$ cat config.mk
export PLATFORM = sky130hd
export DESIGN_NAME = grf_wb_arbiter
export DESIGN_NICKNAME = d
export VERILOG_FILES = /design/src/rtl/grf_wb_arbiter.sv
export SDC_FILE = /design/constraint.sdc
export NUM_CORES = 1
export LEC_CHECK = 0
export CORE_MARGIN = 4
export CORE_UTILIZATION = 48
export DETAILED_ROUTE_END_ITERATION = 10
export GPL_ROUTABILITY_DRIVEN = 0
export HOLD_SLACK_MARGIN = 0.02
export PLACE_DENSITY = 0.73
export SYNTH_ARGS = -nofsm -noshare
export SYNTH_HDL_FRONTEND = slang
export SYNTH_SLANG_ARGS = --single-unit
export TNS_END_PERCENT = 50
$ cat constraint.sdc
create_clock -name clk -period 3 [get_ports clk]
set_clock_uncertainty 0.05 [all_clocks]
set_input_delay 0.6 -clock clk [delete_from_list [all_inputs] [get_ports clk]]
set_output_delay 0.6 -clock clk [all_outputs]
set_load 0.05 [all_outputs]
$ cat src/rtl/grf_wb_arbiter.sv
// grf_wb_arbiter: owns the GRF write port, merging W-stage write-back (always wins)
// with a FIFO-buffered secondary source, and tracks pending secondary writes in a busy scoreboard.
`default_nettype none

module grf_wb_arbiter #(
  parameter int DEPTH = 4
) (
  input  logic                     clk,
  input  logic                     reset,
  input  logic                     iW_WE,
  input  logic [4:0]               iW_Addr,
  input  logic [31:0]              iW_Data,
  input  logic [31:0]              iW_PC8,
  input  logic                     iS_Valid,
  input  logic [4:0]               iS_Addr,
  input  logic [31:0]              iS_Data,
  input  logic [31:0]              iS_PC8,
  output logic                     oS_Ready,
  input  logic                     iRes_Valid,
  input  logic [4:0]               iRes_Addr,
  output logic [4:0]               oA3_Addr,
  output logic [31:0]              oWD,
  output logic                     oWE,
  output logic [31:0]              oPC8,
  output logic [31:0]              oBusy,
  output logic [$clog2(DEPTH):0]   oCount
);

  localparam int PW = $clog2(DEPTH);
  localparam int CW = PW + 1;
  localparam logic [CW-1:0] FULL_COUNT = CW'(DEPTH);

  logic [4:0]    fifo_addr [DEPTH];
  logic [31:0]   fifo_data [DEPTH];
  logic [31:0]   fifo_pc8  [DEPTH];
  logic [PW-1:0] head;
  logic [PW-1:0] tail;
  logic [CW-1:0] count;
  logic [31:0]   busy;
  logic [31:0]   busy_next;

  logic prim_wr;
  logic push;
  logic pop;

  assign oS_Ready = (count != FULL_COUNT);
  assign oCount   = count;
  assign oBusy    = busy;

  // A write to $0 is a no-op on either source, so it never enters the FIFO
  // and never shadows a pending pop.
  assign prim_wr = iW_WE && (iW_Addr != 5'd0);
  assign push    = iS_Valid && oS_Ready && (iS_Addr != 5'd0);
  assign pop     = !prim_wr && (count != '0);

  always_ff @(posedge clk) begin
    if (push) begin
      fifo_addr[tail] <= iS_Addr;
      fifo_data[tail] <= iS_Data;
      fifo_pc8[tail]  <= iS_PC8;
    end
  end

  always_ff @(posedge clk) begin
    if (reset) begin
      head  <= '0;
      tail  <= '0;
      count <= '0;
    end else begin
      if (push) begin
        tail <= tail + PW'(1);
      end
      if (pop) begin
        head <= head + PW'(1);
      end
      case ({push, pop})
        2'b10:   count <= count + CW'(1);
        2'b01:   count <= count - CW'(1);
        default: count <= count;
      endcase
    end
  end

  always_ff @(posedge clk) begin
    if (reset) begin
      oWE      <= 1'b0;
      oA3_Addr <= 5'd0;
      oWD      <= 32'd0;
      oPC8     <= 32'd0;
    end else if (prim_wr) begin
      oWE      <= 1'b1;
      oA3_Addr <= iW_Addr;
      oWD      <= iW_Data;
      oPC8     <= iW_PC8;
    end else if (pop) begin
      oWE      <= 1'b1;
      oA3_Addr <= fifo_addr[head];
      oWD      <= fifo_data[head];
      oPC8     <= fifo_pc8[head];
    end else begin
      oWE      <= 1'b0;
    end
  end

  // Clear applies first so a same-edge reservation of the popped register survives.
  always_comb begin
    busy_next = busy;
    if (pop) begin
      busy_next = busy_next & ~(32'd1 << fifo_addr[head]);
    end
    if (iRes_Valid && (iRes_Addr != 5'd0)) begin
      busy_next = busy_next | (32'd1 << iRes_Addr);
    end
    busy_next[0] = 1'b0;
  end

  always_ff @(posedge clk) begin
    if (reset) begin
      busy <= 32'd0;
    end else begin
      busy <= busy_next;
    end
  end

endmodule

`default_nettype wire

==> reports/metrics.yaml <==
status: "complete, no violations"
drt_iter0_drc: 716
die_h_um: 183
portBuffers: 252
holdPathStages: 2
post_cts_buffers: 0
r2r_end: "oCount[2]"
layout-drive-gt1-share_pct: 13.5
finalCriticalPeriod_ns: 2.80
cts.sinks: 386
setup-tns-final_ns: 0
clk_pin_slew_ns: 0.06
r2r-start: "oCount[2]"
relSlewSlack_pct: 40.1
cap_violations: 0
timing.final.crit_share_pct: 93.4
nNetsFinal: 1383
syn_nets: 1122
end_kind: "output port"
grtUsageTotal_pct: 19.9
dpl.hpwl_um: 22100
netlist_instances: 968
holdCritStartpoint: "oBusy[11]"
crit_buf_inv: 1
cts-buffers-inserted: 40
clk-insertion-delay-late_ns: 0.52
finalWirelength_um: 34100
synth_area_sq_um: 14800
start_util_pct: 49.3
hold_end: "oBusy[11]"
cp_max_fo: 6
synth_seq_cells: 386
required_ns: 2.35
final_common_cell: "edfxtp_1"
rows: 63
tritoncts: "done"
max_freq_ghz: 0.357
final_cell_mix: "276 x edfxtp_1, 251 x clkdlybuf4s50_1, 161 x nand2_1"
die_w_um: 183
antenna_found_initial: 6
via_per_inst: 5.61
hold_class: "reg -> reg"
coreArea_sq_um: 30000
drcViolationCount: 0
peakVddDrop_uv: 697
avgSynthCellArea_sq_um: 15.2
ff2ff_setup_slack_ns: 0.53
leakage_nw: 6.29
dieArea_sq_um: 33600
synth-edff-count: 276
grt_pass1_vias: 9393
cp-start-kind: "flop"
cts-root-buf: "clkbuf_16"
ctsResizeCount: 0
path_delay_family: "buffers and inverters"
path_cells: "or3b_2, clkdlybuf4s50_1"
place_area_sq_um: 17900
async_flop_share_pct: 0
wire_per_inst_um: 20.6
setup_violations: 0
powerDensity_nw_per_um2: 817
grt_max_degree: 72
synth_cell_types: 42
dr_total_vias: 9273
postRouteAntennaNets: 0
cp.arrival_ns: 2.15
rsz0062_at_grt: "no"
worstMarginPinSlew_ns: 0.898
postLayoutCellArea_sq_um: 19200
drv_slew: 0
dr.pass1.iters: 5
ys_warn_count: 0
worst-setup-path-type: "reg -> out"
finalHoldViolations: 0
ios: 254
htreeDepth: 2
ys_seq_area_share_pct: 71.1
ctsHoldBuffers: 0
yosys_most_used_dff: "edfxtp_1"
grt_overflow: 0
r2r_cells: 9
crit_slowest_cell: "clkdlybuf4s50_1"
cp_slowest_stage_delay_ns: 0.72
grt_first_pass_wirelength_um: 52700
cts_buffer_depth: 3
area_delta_synth_final_pct: 30.1
==> how the worst max path moves through the flow <==
stage | startpoint | to | slack (ns) | cells past startpoint
finish | oCount[2] | oS_Ready | 0.20 | 2
floorplan | oCount[2] | oCount[2] | 0.09 | 9
global route | oCount[2] | oS_Ready | 0.13 | 2
global placement | iS_Addr[0] | oCount[2] | -0.20 | 10
CTS | oCount[2] | oS_Ready | 0.17 | 2
detailed placement | iS_Addr[0] | oCount[2] | -0.25 | 10
==> cells in the mapped netlist (3+ instances only) <==
cell type | number | area (sq um)
ha_1 | 5 | 62.6
xor2_1 | 3 | 26.3
dfxtp_1 | 110 | 2200
buf_4 | 3 | 22.5
a311oi_1 | 67 | 587
edfxtp_1 | 276 | 8290
clkbuf_1 | 44 | 165
nand2b_1 | 4 | 25.0
buf_2 | 14 | 70.1
inv_1 | 6 | 22.5
o31ai_1 | 33 | 248
mux4_2 | 69 | 1550
nor2_1 | 77 | 289
a21oi_1 | 37 | 185
nand2_1 | 161 | 604
nor2b_1 | 4 | 25.0
and3_1 | 4 | 25.0
nand3_1 | 11 | 55.1
and2_1 | 4 | 25.0
or3_1 | 3 | 18.8
buf_1 | 3 | 11.3
==> worst reg2reg max path, cell delays in order, from the launching register on <==
cell and delay (ns):
dfxtp_1 0.42, or3b_2 0.48, o211a_1 0.15, inv_1 0.08, ha_1 0.18, inv_1 0.06
fa_1 0.38, xor2_1 0.16, or3_1 0.31, a21oi_1 0.14
==> power by group <==
part           leakage (nW)  internal, mW  switching (mW)
clock                 0.631          2.90            1.94
combinational          2.22          1.57            2.73
sequential             3.44          6.32           0.233
==> through the flow <==
stage / setup WS [ns] / std cells / util [%] / hold slack [ns] / total power [mW]
floorplan: 0.0852 / 968 / - / 0.419 / 9.49
global placement: -0.199 / 1577 / 59.8 / 0.406 / 11.0
detailed placement: -0.251 / 1577 / 59.8 / 0.416 / 11.0
CTS: 0.167 / 1651 / 64.1 / 0.424 / 15.9
global route: 0.134 / 1652 / 64.1 / 0.441 / 16.4
finish: 0.199 / 1653 / 64.1 / 0.421 / 15.7
==> state kept, by name, summed over array words and instances, names as in the netlist, named ones only <==
register,cells
oWD,32
oA3_Addr,5
fifo_addr,20
fifo_data,128
oBusy,31
oWE,1
oPC8,32
oCount,3
fifo_pc8,128
head,2
tail,2
==> layer usage <==
layer  global-route usage [%]  up-vias  routed length (um)
met5                        0        -                  53
met4                     6.88        8                 901
met3                     4.30       60                2450
met2                     32.5      344               16600
met1                     26.6     4595               14000
li1                         -     4266                   -
==> final cells by class <==
| cell class | instances | area [sq um] |
|---|---|---|
| inverter | 6 | 22.5 |
| multi-input combinational | 510 | 3990 |
| tap | 390 | 488 |
| fill | 2174 | 10700 |
| clock buffer | 56 | 1130 |
| antenna | 2 | 5.00 |
| clock inverter | 18 | 168 |
| sequential | 386 | 10500 |
| timing repair buffer | 285 | 2910 |
==> logic make-up (layout without fill, tap and decap cells) <==
kind of cell             after synthesis  after routing  share of synthesized area (%)
AO/OA/AOI/OAI                        144            144                           7.29
XOR/XNOR                               5              5                          0.297
adder cells (fa/ha/maj)                6              6                          0.559
flip-flops                           386            386                           71.1
buffers and inverters                 72            365                           2.13
other                                  1              3                         0.0254
multiplexers                          72             72                           10.7
AND/OR/NAND/NOR                      282            282                           7.90
(Power assumes the default switching activity.)
